### src/rtl/apb_slave_mem_if.sv
// APB3 bus bundle between a requester and the apb_slave_mem completer.
// The master modport drives the request side; the slave modport returns the response.
interface apb_slave_mem_if #(
    parameter int unsigned ADDR_W = 32,
    parameter int unsigned DATA_W = 32
) ();
    logic              PSELx;
    logic              PENABLE;
    logic              PWRITE;
    logic [ADDR_W-1:0] PADDR;
    logic [DATA_W-1:0] PWDATA;
    logic [DATA_W-1:0] PRDATA;
    logic              PREADY;
    logic              PSLVERR;

    modport master (
        output PSELx, PENABLE, PWRITE, PADDR, PWDATA,
        input  PRDATA, PREADY, PSLVERR
    );

    modport slave (
        input  PSELx, PENABLE, PWRITE, PADDR, PWDATA,
        output PRDATA, PREADY, PSLVERR
    );
endinterface

### src/rtl/apb_slave_mem.sv
// APB3 completer backed by a small word-addressed register memory, with
// programmable wait states, error responses and a sticky protocol-violation flag.
module apb_slave_mem #(
    parameter int unsigned       ADDR_W      = 32,
    parameter int unsigned       DATA_W      = 32,
    parameter int unsigned       DEPTH       = 16,
    parameter logic [ADDR_W-1:0] BASE_ADDR   = '0,
    parameter int unsigned       WAIT_STATES = 0
) (
    input  logic           PCLK,
    input  logic           PRESET,
    apb_slave_mem_if.slave apb,
    output logic           proto_err
);
    localparam int unsigned IDX_W = $clog2(DEPTH);
    localparam int unsigned CNT_W = 4;
    localparam logic [ADDR_W:0] END_ADDR =
        (ADDR_W+1)'(BASE_ADDR) + (ADDR_W+1)'(DEPTH * 4);

    typedef enum logic {
        IDLE,
        ACCESS
    } state_e;

    state_e              state_q, state_d;
    logic [CNT_W-1:0]    cnt_q, cnt_d;
    logic [ADDR_W-1:0]   addr_q, addr_d;
    logic [DATA_W-1:0]   wdata_q, wdata_d;
    logic                write_q, write_d;
    logic                err_q, err_d;
    logic                perr_q, perr_d;
    logic [DATA_W-1:0]   mem_q [DEPTH];

    logic                setup_err_c;
    logic                complete_c;
    logic                wr_en_c;
    logic [IDX_W-1:0]    idx_c;

    // Address decode for the setup cycle; the upper bound is compared one bit wider to avoid wrap.
    always_comb begin
        setup_err_c = (apb.PADDR[1:0] != 2'b00)
                   || (apb.PADDR < BASE_ADDR)
                   || ({1'b0, apb.PADDR} >= END_ADDR);
    end

    assign idx_c      = IDX_W'((addr_q - BASE_ADDR) >> 2);
    assign complete_c = (state_q == ACCESS) && apb.PSELx && apb.PENABLE && (cnt_q == '0);

    // Next-state logic
    always_comb begin
        state_d = state_q;
        cnt_d   = cnt_q;
        addr_d  = addr_q;
        wdata_d = wdata_q;
        write_d = write_q;
        err_d   = err_q;
        perr_d  = perr_q;
        wr_en_c = 1'b0;
        unique case (state_q)
            IDLE: begin
                if (apb.PSELx && !apb.PENABLE) begin
                    state_d = ACCESS;
                    addr_d  = apb.PADDR;
                    wdata_d = apb.PWDATA;
                    write_d = apb.PWRITE;
                    err_d   = setup_err_c;
                    cnt_d   = CNT_W'(WAIT_STATES);
                end else if (apb.PSELx && apb.PENABLE) begin
                    perr_d = 1'b1;
                end
            end
            ACCESS: begin
                if (apb.PSELx && apb.PENABLE) begin
                    if (cnt_q != '0) begin
                        cnt_d = cnt_q - CNT_W'(1);
                    end else begin
                        state_d = IDLE;
                        wr_en_c = write_q && !err_q;
                    end
                end else begin
                    // Requester abandoned the transfer before it completed.
                    perr_d  = 1'b1;
                    state_d = IDLE;
                end
            end
            default: state_d = IDLE;
        endcase
    end

    // Control and latched transfer state
    always_ff @(posedge PCLK or posedge PRESET) begin
        if (PRESET) begin
            state_q <= IDLE;
            cnt_q   <= '0;
            addr_q  <= '0;
            wdata_q <= '0;
            write_q <= 1'b0;
            err_q   <= 1'b0;
            perr_q  <= 1'b0;
        end else begin
            state_q <= state_d;
            cnt_q   <= cnt_d;
            addr_q  <= addr_d;
            wdata_q <= wdata_d;
            write_q <= write_d;
            err_q   <= err_d;
            perr_q  <= perr_d;
        end
    end

    // Register memory, cleared by reset
    always_ff @(posedge PCLK or posedge PRESET) begin
        if (PRESET) begin
            for (int unsigned i = 0; i < DEPTH; i++) begin
                mem_q[i] <= '0;
            end
        end else if (wr_en_c) begin
            mem_q[idx_c] <= wdata_q;
        end
    end

    assign apb.PREADY  = complete_c;
    assign apb.PSLVERR = complete_c && err_q;
    assign apb.PRDATA  = (complete_c && !write_q && !err_q) ? mem_q[idx_c] : '0;
    assign proto_err   = perr_q;
endmodule

### src/flat_wrapper.sv
// flat-port wrapper written by rule: the top's interface ports become plain ports
module apb_slave_mem_flat 
#(
    parameter int unsigned       ADDR_W      = 32,
    parameter int unsigned       DATA_W      = 32,
    parameter int unsigned       DEPTH       = 16,
    parameter logic [ADDR_W-1:0] BASE_ADDR   = '0,
    parameter int unsigned       WAIT_STATES = 0
)
  (PCLK, PRESET, proto_err, apb_PSELx, apb_PENABLE, apb_PWRITE, apb_PADDR, apb_PWDATA, apb_PRDATA, apb_PREADY, apb_PSLVERR);
  apb_slave_mem_if #(.ADDR_W(ADDR_W), .DATA_W(DATA_W)) apb_i ();
  input  logic PCLK;
  input  logic PRESET;
  output logic proto_err;
  input wire logic [$bits(apb_i.PSELx)-1:0] apb_PSELx;
  input wire logic [$bits(apb_i.PENABLE)-1:0] apb_PENABLE;
  input wire logic [$bits(apb_i.PWRITE)-1:0] apb_PWRITE;
  input wire logic [$bits(apb_i.PADDR)-1:0] apb_PADDR;
  input wire logic [$bits(apb_i.PWDATA)-1:0] apb_PWDATA;
  output wire logic [$bits(apb_i.PRDATA)-1:0] apb_PRDATA;
  output wire logic [$bits(apb_i.PREADY)-1:0] apb_PREADY;
  output wire logic [$bits(apb_i.PSLVERR)-1:0] apb_PSLVERR;
  assign apb_i.PSELx = apb_PSELx;
  assign apb_i.PENABLE = apb_PENABLE;
  assign apb_i.PWRITE = apb_PWRITE;
  assign apb_i.PADDR = apb_PADDR;
  assign apb_i.PWDATA = apb_PWDATA;
  assign apb_PRDATA = apb_i.PRDATA;
  assign apb_PREADY = apb_i.PREADY;
  assign apb_PSLVERR = apb_i.PSLVERR;
  apb_slave_mem #(.ADDR_W(ADDR_W), .DATA_W(DATA_W), .DEPTH(DEPTH), .BASE_ADDR(BASE_ADDR), .WAIT_STATES(WAIT_STATES)) u_core (.PCLK(PCLK), .PRESET(PRESET), .apb(apb_i), .proto_err(proto_err));
endmodule
### config.mk
export PLATFORM = sky130hd
export DESIGN_NAME = apb_slave_mem_flat
export DESIGN_NICKNAME = d
export VERILOG_FILES = /design/src/rtl/apb_slave_mem_if.sv /design/src/rtl/apb_slave_mem.sv /design/src/flat_wrapper.sv
export SDC_FILE = /design/constraint.sdc
export NUM_CORES = 1
export LEC_CHECK = 0
export ABC_AREA = 1
export CORE_MARGIN = 4
export CORE_UTILIZATION = 45
export DETAILED_ROUTE_END_ITERATION = 8
export PLACE_DENSITY_LB_ADDON = 0.1
export SETUP_SLACK_MARGIN = 0.5
export SLEW_MARGIN = 10
export SYNTH_ARGS = -nofsm -noshare
export SYNTH_HDL_FRONTEND = slang
export SYNTH_SLANG_ARGS = --single-unit
### constraint.sdc
create_clock -name PCLK -period 38.5 [get_ports PCLK]
set_input_delay 9.625 -clock PCLK [delete_from_list [all_inputs] [get_ports PCLK]]
set_output_delay 9.625 -clock PCLK [all_outputs]
set_load 0.01 [all_outputs]
# After elaboration in Yosys (flattened, before gate mapping)
# Cells that the tools add are included.
# word_totals
register_bits	558
latchBits	0
ram_bits	0
mem_bits_ro	0
inputBits	69
out_inout_bits	35
wordCells	79
n_memories	0
# classes
addsub	1
n_mul	0
n_div	0
n_lt_le_gt_ge	4
n_eq_ne	6
n_shift	0
mux	22
bitwise	2
reduce_logical	21
# ops
op	n
bitwise mux 512 bit	1
binary-select mux 32 bit (select 4 bit)	1
demux 32 bit (select 4 bit)	1
two-way mux 32 bit	4
>= comparator 32 x 7 -> 1 bit, second input constant	1
less-than comparator 32 x 1 -> 1 bit, second input constant	1
two-way mux 4 bit	3
logical AND 1 bit	10
two-way mux 1 bit	9
inequality test 2 bit, second input constant	4
one-hot mux 4 bit (2 select lines)	1
AND reduction 3 bit	2
>= comparator 5 bit, second input constant	1
less-than comparator 5 x 1 -> 1 bit, second input constant	1
NOT 4 -> 5 bit	1
zero test 4 bit	1
inequality test 2 x 1 -> 1 bit, second input constant	2
one-hot mux 1 bit (2 select lines)	2
nonzero test 4 bit	1
subtractor 4 x 1 -> 4 bit, second input constant	1
zero test 1 bit	3
logical OR 1 bit	2
AND reduction 2 bit	1
nonzero test 2 bit	1
NOT 1 bit	1

# Logic depth before layout (Yosys ltp)
# depth
ltp_word	6
mapped_depth	11
mapped_depth_nobuf	9

# Least setup slack after synthesis
# No wires, ideal clock.
# synth_timing
path_type	input to output
start	in apb_PENABLE
end	out apb_PRDATA[18]
arrival_ns	10.743
slack_ns	18.132
path_stages	7
path_buffers	1
path_cell_list	nand3_1 > nor2_2 > inv_1 > nor2_1 > clkbuf_1 > nand2_1 > nor2_1
# synth_between
elab_chain_len	5
# synth_rtl
item	line_no	rtl
start: declaration	flat_wrapper.sv:16	input wire logic [$bits(apb_i.PENABLE)-1:0] apb_PENABLE;
logical AND 1 bit (2 in series)	apb_slave_mem.sv:47	assign complete_c = (state_q == ACCESS) && apb.PSELx && apb.PENABLE && (cnt_q == '0);
named net apb_PREADY	flat_wrapper.sv:21	output wire logic [$bits(apb_i.PREADY)-1:0] apb_PREADY;
logical AND 1 bit (2 in series)	apb_slave_mem.sv:124	assign apb.PRDATA = (complete_c && !write_q && !err_q) ? mem_q[idx_c] : '0;
two-way mux 32 bit	apb_slave_mem.sv:124	
end: declaration	flat_wrapper.sv:20	output wire logic [$bits(apb_i.PRDATA)-1:0] apb_PRDATA;
# The timed path passes the listed nets, and every way through them passes these cells.

# Worst setup path after layout
# layout_timing
start	in apb_PENABLE
end	out apb_PRDATA[16]
# layout_between
elab_chain_len	5
# layout_rtl
item	line_no
logical AND 1 bit (2 in series)	apb_slave_mem.sv:47
logical AND 1 bit (2 in series)	apb_slave_mem.sv:124
two-way mux 32 bit	apb_slave_mem.sv:124
# Every way passes these cells.

==> results.toml <==
[status]
status = "finished, final reports clean"

[die]
io_pins = 104
dieArea_sq_mm = 0.06549
core_sq_mm = 0.06058
rows = 90
die_h_um = 255.9
die_width_um = 255.9
start_util_pct = 45.65

[logic_synthesis]
synth_edf_count = 0
syn-cell-area_sq_mm = 0.02766
yosys_warnings = 0
synthDistinctLibCells = 25
yosysTopAreaCell = "dfrtp_1"
syn_area_per_cell_sq_um = 7.262
synth_fp_nets = 3878
synth_commonest_cells = "1575 x nand2_1, 556 x dfrtp_1, 548 x nand3_1"
async_flop_share_pct = 100.0
synth.ff_latch_count = 556
synth-main-ff-cell = "dfrtp_1"
post-synth-top-count-cell = "nand2_1"
ys_top_cells_by_area = "dfrtp_1 50%, nand2_1 21%, nand3_1 9.9%"
synth_top_area_share_pct = 50.31
yosysSeqAreaShare_pct = 50.31
synthCells = 3808

[clocking]
clkSinkCount = 556
cts_made_buffers = 67
clock_path_buffers = 3
clock_latency_ns = 0.60
cts.clk_slew.worst_paths_ns = 0.06
cts.repair.resized = 0
cts_setup_buffers = 0
htreeDepth = 3
hold_buffers = 0
cts_tree = "built"
cts_root_buffer = "clkbuf_16"

[setup_path]
crit_type = "input pin to output port"
worstSetupEndpointType = "output port"
path_max_fanout = 32
worstSetupStartpointType = "input pin"
cp.arrival_ns = 12.30
worstPathRequired_ns = 28.88

[routing]
drt_iter0_markers = 2558
drc = 0
drtAntennaViolNets = 0
wire_per_inst_um = 20.81
vias = 24666
viasPerCell = 5.425
wl_um = 94610
firstDrtPassIters = 5

[placement]
place_congestion = 0.7711
place_area_sq_mm = 0.02853
hpwl_um = 48190
numPortBuffers = 103

[global_routing]
grt_pass1_wl_um = 146200
first_global_vias = 23641
grt_start_max_net_pins = 115
grt-ovfl-total = 0
grt_use_total_pct = 28.58
antenna_found_initial = 0

[timing]
final-max-slew-violation-count = 0
hold_viol_final = 0
fin_crit_ns = 21.92
relSlewSlack_pct = 17.34
fin_skew_ns = 0.01990
tns_ns = 0
grt_setup_unrepaired = "no"
fmax_mhz = 45.62
period_share_pct = 56.94
worst_slew_pin_slew_ns = 1.235
setup_viol = 0

[cells_and_area]
antenna_cells = 0
stdcell_area_sq_mm = 0.03077
drive_above_1_share_pct = 5.365
fin_util_pct = 50.80
syn_to_final_growth_pct = 11.28
nFillCells = 6017
fin_nets = 3786

[power]
total_leakage_power_nw = 16.70
ir_drop_mv = 0.03786
power_density_mw_per_mm2 = 50.34

[job]
maxCapViolations = 0

[hold_path]
hp-class = "flip-flop to flip-flop"
area by class of cell:
class | instances | area [sq um] | area share, %
Tap cell | 782 | 978.4 | 3.179
Clock buffer | 101 | 2082 | 6.765
Multi-Input combinational cell | 2813 | 11720 | 38.09
Sequential cell | 556 | 13920 | 45.24
Clock inverter | 17 | 160.2 | 0.5204
Inverter | 123 | 476.7 | 1.549
Timing Repair Buffer | 155 | 1434 | 4.659
kinds of logic (layout without fill, tap and decap cells):
| family | count (synthesis) | in the layout | share of synthesized area, % |
|---|---|---|---|
| AND/OR/NAND/NOR | 2677 | 2677 | 39.21 |
| buffers and inverters | 439 | 396 | 7.682 |
| AO/OA/AOI/OAI | 134 | 134 | 2.719 |
| XOR/XNOR | 1 | 1 | 0.03168 |
| flip-flops | 556 | 556 | 50.31 |
| adder cells (fa/ha/maj) | 1 | 1 | 0.04524 |
critical path, stage by stage:
cell and delay (ns):
clkdlybuf4s50_1 0.49, nand3_1 0.11, nor2_2 0.21, inv_1 0.11, nor2_4 0.83, nand3_1 0.15, nor2_1 0.16, clkdlybuf4s50_1 0.57
worst paths after layout:
kind,cells past startpoint,slack (ns),start,endpoint
min in group asynchronous,2,9.57,PRESET,u_core.mem_q[329]
hold / removal,2,0.47,u_core.mem_q[289],u_core.mem_q[289]
setup reg to reg,8,34.07,u_core.addr_q[3],u_core.mem_q[221]
setup / recovery,8,16.58,apb_PENABLE,apb_PRDATA[16]
hold reg to reg,2,0.47,u_core.mem_q[289],u_core.mem_q[289]
max in group asynchronous,4,26.65,PRESET,u_core.addr_q[3]
metal layers:
metal / part of all wire, % / vias to the layer above / GRT usage, %
li1: - / 11657 / -
met1: 45 / 11937 / 41.07
met2: 45 / 929 / 45.05
met3: 7.7 / 143 / 4.383
met4: 2.6 / 0 / 8.670
met5: 0 / - / 0
cell usage in the layout (no fill, tap or decap):
cell and instances:
nor2_2 1, o21ai_0 100, xor2_1 1, clkinv_2 14, dfrtp_4 2, nor2_4 11, nand2_4 2, clkbuf_16 73
nand3_1 548, clkinv_1 1, o22ai_1 1, nand4_1 21, inv_6 1, inv_4 1, nor2_1 511, buf_12 1
dfrtp_1 554, a21oi_1 1, inv_2 4, buf_4 51, and2_0 1, nor3_1 4, clkbuf_8 15, bufinv_16 3
o21bai_1 32, inv_1 115, or2_2 4, nand2_1 1556, ha_1 1, clkbuf_1 13, inv_8 1, nand2_2 18
clkdlybuf4s50_1 103
power breakdown:
part / total [mW] / leakage [nW] / switching [mW] / internal, mW
Sequential: 0.634 / 7.70 / 0.0423 / 0.592
Clock: 0.645 / 1.12 / 0.253 / 0.392
Combinational: 0.270 / 7.88 / 0.203 / 0.0673
flip-flops by register name, summed over array words and instances, names as in the netlist:
| name | flops |
|---|---|
| u_core.state_q | 1 |
| u_core.mem_q | 512 |
| u_core.write_q | 1 |
| u_core.cnt_q | 4 |
| u_core.wdata_q | 32 |
| u_core.proto_err | 1 |
| u_core.addr_q | 4 |
| u_core.err_q | 1 |
per-stage QoR:
| step | total power [mW] | hold slack, ns | std cells | setup slack [ns] |
|---|---|---|---|---|
| 6_report | 1.549 | 0.4659 | 4547 | 16.58 |
| 5_1_grt | 1.611 | 0.4796 | 4547 | 16.38 |
| 4_1_cts | 1.555 | 0.4673 | 4547 | 16.54 |
| 3_5_place_dp | 0.9105 | 0.4536 | 4429 | 16.56 |
| 3_3_place_gp | 0.9126 | 0.4475 | 4429 | 16.62 |
| 2_1_floorplan | 0.7996 | 0.4366 | 3808 | 13.33 |
Power figures use the tool's default switching activity.
